<file path="src/rtl/imem_pkg.sv">
// imem_pkg
//    Shared definitions for the loadable instruction memory: the controller
//    state encoding and the default word returned for unserviceable fetches.
package imem_pkg;

   // Controller states: no program present, program streaming in, serving fetches
   typedef enum logic [1:0] {
      EMPTY   = 2'd0,
      LOADING = 2'd1,
      RUN     = 2'd2
   } imem_state_t;

   // Default word returned for out-of-range or faulted fetches
   localparam logic [31:0] IMEM_NOP_WORD = 32'h0000_0000;

endpackage : imem_pkg

</file>
<file path="src/rtl/imem_array.sv">
// imem_array
//    Single-write / single-read synchronous RAM, DEPTH x DATA_W, with a
//    registered read port (one cycle latency). Contents are never cleared;
//    only the read register is reset so the fetch output starts at zero.
// Ports
//    i_clock    : rising-edge clock
//    i_reset_n  : synchronous active-low reset (read register only)
//    i_wr_en    : write strobe
//    i_wr_idx   : write index
//    i_wr_data  : write data
//    i_rd_en    : read strobe; o_rd_data updates on the next edge
//    i_rd_idx   : read index (must be < DEPTH when i_rd_en is high)
//    o_rd_data  : registered read data, holds when i_rd_en is low
module imem_array #(
   parameter int DEPTH  = 150,
   parameter int DATA_W = 32,
   parameter int IDX_W  = 8
) (
   input  logic              i_clock,
   input  logic              i_reset_n,
   input  logic              i_wr_en,
   input  logic [IDX_W-1:0]  i_wr_idx,
   input  logic [DATA_W-1:0] i_wr_data,
   input  logic              i_rd_en,
   input  logic [IDX_W-1:0]  i_rd_idx,
   output logic [DATA_W-1:0] o_rd_data
);

   logic [DATA_W-1:0] r_mem [DEPTH];
   logic [DATA_W-1:0] r_rd_data;

   // Storage write port; the array itself has no reset
   always_ff @(posedge i_clock) begin
      if (i_wr_en) begin
         r_mem[i_wr_idx] <= i_wr_data;
      end
   end

   // Registered read port, holds its value between reads
   always_ff @(posedge i_clock) begin
      if (!i_reset_n) begin
         r_rd_data <= {DATA_W{1'b0}};
      end else if (i_rd_en) begin
         r_rd_data <= r_mem[i_rd_idx];
      end else begin
         r_rd_data <= r_rd_data;
      end
   end

   assign o_rd_data = r_rd_data;

endmodule : imem_array

</file>
<file path="src/rtl/imem_loadable.sv">
// imem_loadable
//    Loadable instruction memory for the fetch stage. A program is streamed in
//    over the load port (EMPTY -> LOADING -> RUN), then served over a
//    valid/ready fetch port with exactly one cycle of read latency.
//    Build option: define IMEM_BOUNDS_CHECK_EN to make fetches at or beyond the
//    loaded word count return NOP_WORD and pulse fetch_fault; otherwise
//    fetch_fault is constant 0 and only addresses >= DEPTH return NOP_WORD.
// Ports
//    clock, reset_n           : clock, synchronous active-low reset
//    load_start               : begin (or restart) a program load
//    load_valid/data/last     : load word stream; last marks the final word
//    load_ready               : load words accepted this cycle
//    load_count               : words written in the current/last load
//    fetch_req/fetch_addr     : fetch request and word address
//    fetch_ready              : fetch requests accepted this cycle
//    inst_valid/instruction   : one-cycle pulse per accepted fetch, with data
//    fetch_fault              : accepted fetch was outside the loaded program
module imem_loadable
   import imem_pkg::*;
#(
   parameter int                ADDR_W   = 20,
   parameter int                DATA_W   = 32,
   parameter int                DEPTH    = 150,
   parameter logic [DATA_W-1:0] NOP_WORD = DATA_W'(IMEM_NOP_WORD)
) (
   input  logic              clock,
   input  logic              reset_n,
   input  logic              load_start,
   input  logic              load_valid,
   input  logic [DATA_W-1:0] load_data,
   input  logic              load_last,
   output logic              load_ready,
   output logic [ADDR_W-1:0] load_count,
   input  logic              fetch_req,
   input  logic [ADDR_W-1:0] fetch_addr,
   output logic              fetch_ready,
   output logic              inst_valid,
   output logic [DATA_W-1:0] instruction,
   output logic              fetch_fault
);

   localparam int IDX_W = (DEPTH > 1) ? $clog2(DEPTH) : 1;

   imem_state_t       r_state;
   imem_state_t       w_state_next;
   logic [ADDR_W-1:0] r_wr_ptr;
   logic              r_load_ready;
   logic              r_fetch_ready;
   logic              r_inst_valid;
   logic              r_nop;
   logic              r_fetch_fault;
   logic              w_load_acc;
   logic              w_ptr_at_end;
   logic              w_fetch_acc;
   logic              w_addr_oob;
   logic              w_fault;
   logic              w_nop;
   logic [DATA_W-1:0] w_rd_data;

   // A restart wins over a word presented in the same cycle; that word is dropped
   assign w_load_acc   = load_valid && r_load_ready && !load_start;
   assign w_ptr_at_end = (r_wr_ptr == ADDR_W'(DEPTH - 1));
   assign w_fetch_acc  = fetch_req && r_fetch_ready;
   assign w_addr_oob   = (fetch_addr >= ADDR_W'(DEPTH));

`ifdef IMEM_BOUNDS_CHECK_EN
   assign w_fault = (fetch_addr >= r_wr_ptr);
`else
   assign w_fault = 1'b0;
`endif

   assign w_nop = w_addr_oob || w_fault;

   // Next-state logic for the load/run controller
   always_comb begin
      w_state_next = r_state;
      case (r_state)
         EMPTY: begin
            if (load_start) begin
               w_state_next = LOADING;
            end else begin
               w_state_next = EMPTY;
            end
         end
         LOADING: begin
            if (load_start) begin
               w_state_next = LOADING;
            end else if (w_load_acc && (load_last || w_ptr_at_end)) begin
               w_state_next = RUN;
            end else begin
               w_state_next = LOADING;
            end
         end
         RUN: begin
            if (load_start) begin
               w_state_next = LOADING;
            end else begin
               w_state_next = RUN;
            end
         end
         default: begin
            w_state_next = EMPTY;
         end
      endcase
   end

   // State register plus ready flags; the flags are decoded from the next
   // state so they always agree with the state register
   always_ff @(posedge clock) begin
      if (!reset_n) begin
         r_state       <= EMPTY;
         r_load_ready  <= 1'b0;
         r_fetch_ready <= 1'b0;
      end else begin
         r_state       <= w_state_next;
         r_load_ready  <= (w_state_next == LOADING);
         r_fetch_ready <= (w_state_next == RUN);
      end
   end

   // Write pointer; it doubles as the loaded word count
   always_ff @(posedge clock) begin
      if (!reset_n) begin
         r_wr_ptr <= {ADDR_W{1'b0}};
      end else if (load_start) begin
         r_wr_ptr <= {ADDR_W{1'b0}};
      end else if (w_load_acc) begin
         r_wr_ptr <= r_wr_ptr + ADDR_W'(1);
      end else begin
         r_wr_ptr <= r_wr_ptr;
      end
   end

   // Fetch response flags, captured on the accepting edge alongside the RAM read
   always_ff @(posedge clock) begin
      if (!reset_n) begin
         r_inst_valid  <= 1'b0;
         r_nop         <= 1'b0;
         r_fetch_fault <= 1'b0;
      end else begin
         r_inst_valid  <= w_fetch_acc;
         r_fetch_fault <= w_fetch_acc && w_fault;
         if (w_fetch_acc) begin
            r_nop <= w_nop;
         end else begin
            r_nop <= r_nop;
         end
      end
   end

   // Out-of-range reads are never issued to the RAM, so its index stays in bounds
   imem_array #(
      .DEPTH  (DEPTH),
      .DATA_W (DATA_W),
      .IDX_W  (IDX_W)
   ) u_array (
      .i_clock   (clock),
      .i_reset_n (reset_n),
      .i_wr_en   (w_load_acc),
      .i_wr_idx  (r_wr_ptr[IDX_W-1:0]),
      .i_wr_data (load_data),
      .i_rd_en   (w_fetch_acc && !w_addr_oob),
      .i_rd_idx  (fetch_addr[IDX_W-1:0]),
      .o_rd_data (w_rd_data)
   );

   assign load_ready  = r_load_ready;
   assign load_count  = r_wr_ptr;
   assign fetch_ready = r_fetch_ready;
   assign inst_valid  = r_inst_valid;
   // Both mux inputs are registers that only change on an accepted fetch,
   // so the word holds while inst_valid is low
   assign instruction = r_nop ? NOP_WORD : w_rd_data;
   assign fetch_fault = r_fetch_fault;

endmodule : imem_loadable
</file>
<file path="config.mk">
export PLATFORM = sky130hd
export DESIGN_NAME = imem_loadable
export DESIGN_NICKNAME = d
export VERILOG_FILES = /design/src/rtl/imem_pkg.sv /design/src/rtl/imem_array.sv /design/src/rtl/imem_loadable.sv
export SDC_FILE = /design/constraint.sdc
export NUM_CORES = 2
export LEC_CHECK = 0
export ABC_CLOCK_PERIOD_IN_PS = 3000
export BUFFER_PORTS_ARGS = -buffer_cell sky130_fd_sc_hd__buf_4
export CAP_MARGIN = 20
export CORE_ASPECT_RATIO = 0.8
export CORE_MARGIN = 2
export CORE_UTILIZATION = 40
export CTS_BUF_LIST = sky130_fd_sc_hd__clkbuf_2 sky130_fd_sc_hd__clkbuf_4 sky130_fd_sc_hd__clkbuf_8
export DETAILED_ROUTE_END_ITERATION = 12
export PLACE_DENSITY_LB_ADDON = 0.05
export SLEW_MARGIN = 5
export SYNTH_ARGS = -nofsm -noshare
export SYNTH_HDL_FRONTEND = slang
export SYNTH_MEMORY_MAX_BITS = 65536
export SYNTH_SLANG_ARGS = --single-unit
</file>
<file path="constraint.sdc">
create_clock -name clock -period 3 [get_ports clock]
set_clock_uncertainty 0.2 [all_clocks]
set_input_delay 0 -clock clock [delete_from_list [all_inputs] [get_ports clock]]
set_output_delay 0 -clock clock [all_outputs]
set_load 0.01 [all_outputs]
</file>
==> impl_metrics.json <==
{
  "timing.slew.headroom": 0.219,
  "number_of_global_route_vias_before_repair": 101205,
  "drt-initial-drc-count": 15007,
  "clkLatencyLatePin_ns": 1.33,
  "depth_of_the_cts_h_tree": 6,
  "layoutNonFillerInstCount": 17263,
  "tritoncts_clock_tree": "done",
  "starting_density_of_the_core": 0.401,
  "arrival_ns": 4.71,
  "post-synth-top-count-cell": "edfxtp_1",
  "synthesis.area_per_instance_um2": 21.9,
  "crit_fanout": 1,
  "post_synth_num_cell_types": 81,
  "crit_slowest_cell": "a2111oi_4",
  "syn_inst": 8524,
  "synth_enable_flop_cells": 4800,
  "synthesis.nets": 8586,
  "layout.cell_area.non_filler_um2": 226000,
  "place_area_um2": 209000,
  "antenna_found_initial": 52,
  "timing_worst_slew_pin_value_ns": 1.16,
  "fin_ws_ns": -0.692,
  "dp_cells": 15692,
  "synth.top_cells.by_area": "edfxtp_1 77%, mux4_2 13%, mux2i_1 2.4%, a22oi_1 0.73%, dfxtp_1 0.62%",
  "timing.critical_path.from": "u_array.r_mem[62][10]",
  "hold_path_startpoint": "load_data[31]",
  "ff_latch_area_um2": 145000,
  "yosysTopAreaCellShare": 0.773,
  "design.final.nets": 10485,
  "synth-warning-count": 0,
  "drive_above_1_share": 0.365,
  "period_share": 1.23,
  "multiInputGateArea_um2": 39800,
  "critical_path.reg2reg.startpoint": "u_array.r_mem[62][10]",
  "cts_root_buffer": "clkbuf_8",
  "worst-endpoint-required_ns": 4.02,
  "hold_violations": 0,
  "track_usage": 0.280,
  "critical_path.endpoint_type": "register",
  "drv_cap": 0,
  "globalRouteOverflowTotal": 0,
  "report.final.slew_viol_count": 0,
  "grt_pass1_wl_mm": 899,
  "cts_inserted_buffers": 771,
  "max_clock_freq_ghz": 0.271,
  "cpPeakStageDelay_ns": 0.77,
  "hold_path_depth": 4,
  "cts.sink_count": 4858,
  "route.detailed.wl_per_inst_um": 39.0,
  "kind_of_path_behind_the_tightest_hold_check": "input port to register",
  "critical_path.most_common_cell": "mux4_2",
  "dp_slack_ns": -1.85,
  "i_o_pins": 114,
  "die_width_um": 768,
  "leakage_nw": 73.5,
  "async_sr_flop_fraction": 0,
  "cp.buffers_inverters": 1,
  "core_area_um2": 465000,
  "finalHoldWorstSlack_ns": 0.118,
  "cp-start-kind": "register",
  "place.gp.congestion": 0.856,
  "finalSetupViolations": 2,
  "power_density_cells_nw_per_um2": 615,
  "pin_count_of_the_biggest_net_entering_global_routing": 151,
  "post_layout_min_period_ns": 3.69,
  "synth.top_cells.by_count": "4800 x edfxtp_1, 1059 x mux4_2, 456 x mux2i_1",
  "vdd.ir_drop.worst_mv": 0.463,
  "hpwlAfterDp_mm": 422,
  "floorplan.rows": 224,
  "failed_checks": "negative setup slack",
  "ys.flop_type": "edfxtp_1",
  "clk_pin_slew_worst_paths_ns": 0.06,
  "detail_route.first_pass.iterations": 5,
  "num_vias": 102205,
  "r2r_end": "u_array.o_rd_data[10]",
  "numPortBuffers": 112,
  "die-area_um2": 472000,
  "cell_taking_the_most_area_after_synthesis": "edfxtp_1",
  "status": "complete, but fails checks",
  "die_h_um": 615,
  "finalWirelength_mm": 673,
  "crit_path_cell_trace": "mux4_2 > mux4_2 > a2111oi_4 > buf_6 > nand4_1 > nor2b_1",
  "drt_drc_violations_left": 0,
  "setup.reg_to_reg.worst_slack_ns": -0.69,
  "crit_type": "register to register",
  "synth_area_um2": 187000,
  "critPathTopFamily": "multiplexers",
  "reg2reg_depth": 6,
  "endpoint_worst_hold": "u_array.r_mem[71][31]",
  "cts.path.max_buffers": 4,
  "routed_via_density": 5.92,
  "syn_to_final_growth_pct": 21.3,
  "grt_setup_unrepaired": "yes",
  "final_antenna_net_count": 0,
  "filler_cell_count": 38244,
  "flop_and_latch_count_out_of_synthesis": 4858,
  "seq_area_frac_synth": 0.779
}
## kinds of logic (layout without fill, tap and decap cells)
| logic type | Yosys count | after routing | share of synthesized area |
|---|---|---|---|
| AOI/OAI and AO/OA | 852 | 852 | 0.0316 |
| xor gates and xnor gates | 17 | 17 | 0.000798 |
| DFF | 4858 | 4858 | 0.779 |
| other | 1 | 15 | 0.0000201 |
| muxes | 1524 | 1524 | 0.153 |
| and+or+nand+nor | 767 | 767 | 0.0187 |
| buffers and inverters | 501 | 3011 | 0.0166 |
| adders and majority gates | 4 | 4 | 0.000268 |
## per-layer routing
metal | GRT usage | vias up | share of wire
li1 | - | 40139 | -
met1 | 0.421 | 56403 | 0.44
met2 | 0.425 | 4810 | 0.45
met3 | 0.0487 | 849 | 0.079
met4 | 0.0731 | 4 | 0.028
met5 | 0 | - | 0.000034
## worst register-to-register path, stage by stage, from the launching register on
cell and delay (ns):
edfxtp_1 0.36, mux4_2 0.49, mux4_2 0.61, a2111oi_4 0.78
buf_6 0.25, nand4_1 0.56, nor2b_1 0.36
## registers in the layout, summed over array words and instances, names as in the netlist
register / cells
r_state: 2
inst_valid: 1
fetch_ready: 1
r_nop: 1
u_array.r_mem: 4800
load_count: 20
u_array.o_rd_data: 32
load_ready: 1
## metrics by stage
stage                     TNS, ns  utilization  total power [W]
after floorplan           -667.42            -           0.0794
after global placement     -23.87        0.449           0.0844
after detailed placement   -20.16        0.449           0.0844
after CTS                   -1.15        0.486            0.140
after global routing       -0.581        0.486            0.143
final                      -0.728        0.487            0.139
## placed cells by master, fill, tap and decap left out, types with 20 or more instances in the layout
cell type / count
clkinv_2: 53
buf_16: 34
nor2_4: 152
nand4_1: 27
a31oi_1: 30
edfxtp_1: 4800
a22oi_1: 181
a21oi_1: 176
clkbuf_4: 300
nor2b_2: 20
o22ai_1: 71
o221ai_1: 88
buf_4: 1017
mux4_2: 1059
buf_12: 411
clkbuf_8: 783
buf_6: 36
nor2b_1: 22
nor3_1: 43
dlygate4sd3_1: 111
mux2i_1: 456
o21ai_0: 95
nand3_1: 72
nand2_1: 205
clkinv_1: 185
dfxtp_1: 54
a221oi_1: 58
nor2_1: 105
## report_power, final
part           internal, W  total (W)  switching, W
logic              0.00330    0.00881       0.00551
registers           0.0746     0.0746    0.00000610
clock network       0.0288     0.0558        0.0270
total                0.107      0.139        0.0325
## worst max-delay path by stage
stage / cells past startpoint / end / slack [ns]
CTS: 6 / u_array.o_rd_data[10] / -0.66
floorplan: 6 / u_array.r_mem[127][0] / -0.37
finish: 6 / u_array.o_rd_data[10] / -0.69
detailed placement: 10 / u_array.o_rd_data[10] / -1.85
global placement: 9 / u_array.o_rd_data[14] / -2.26
global route: 6 / u_array.o_rd_data[10] / -0.56
## layout make-up
cell class / instances / share of cell area
Antenna cell: 14 / 0.000155
Clock buffer: 1083 / 0.0576
Clock inverter: 301 / 0.00804
Inverter: 13 / 0.000271
Multi-Input combinational cell: 3165 / 0.176
Sequential cell: 4858 / 0.642
Tap cell: 6215 / 0.0344
Timing Repair Buffer: 1614 / 0.0814
## repair_timing
| item | CTS | global route |
|---|---|---|
| hold buffers | 145 | 1 |
| buffers inserted | 9 | 17 |
| gates resized for setup | 55 | 19 |
| endpoints found under the setup margin | 47 | 124 |
| cloned | 1 | 1 |
| endpoints found under the hold margin | 6783 | 1 |
| pin swaps | 6 | 8 |
(Power assumes the default switching activity.)
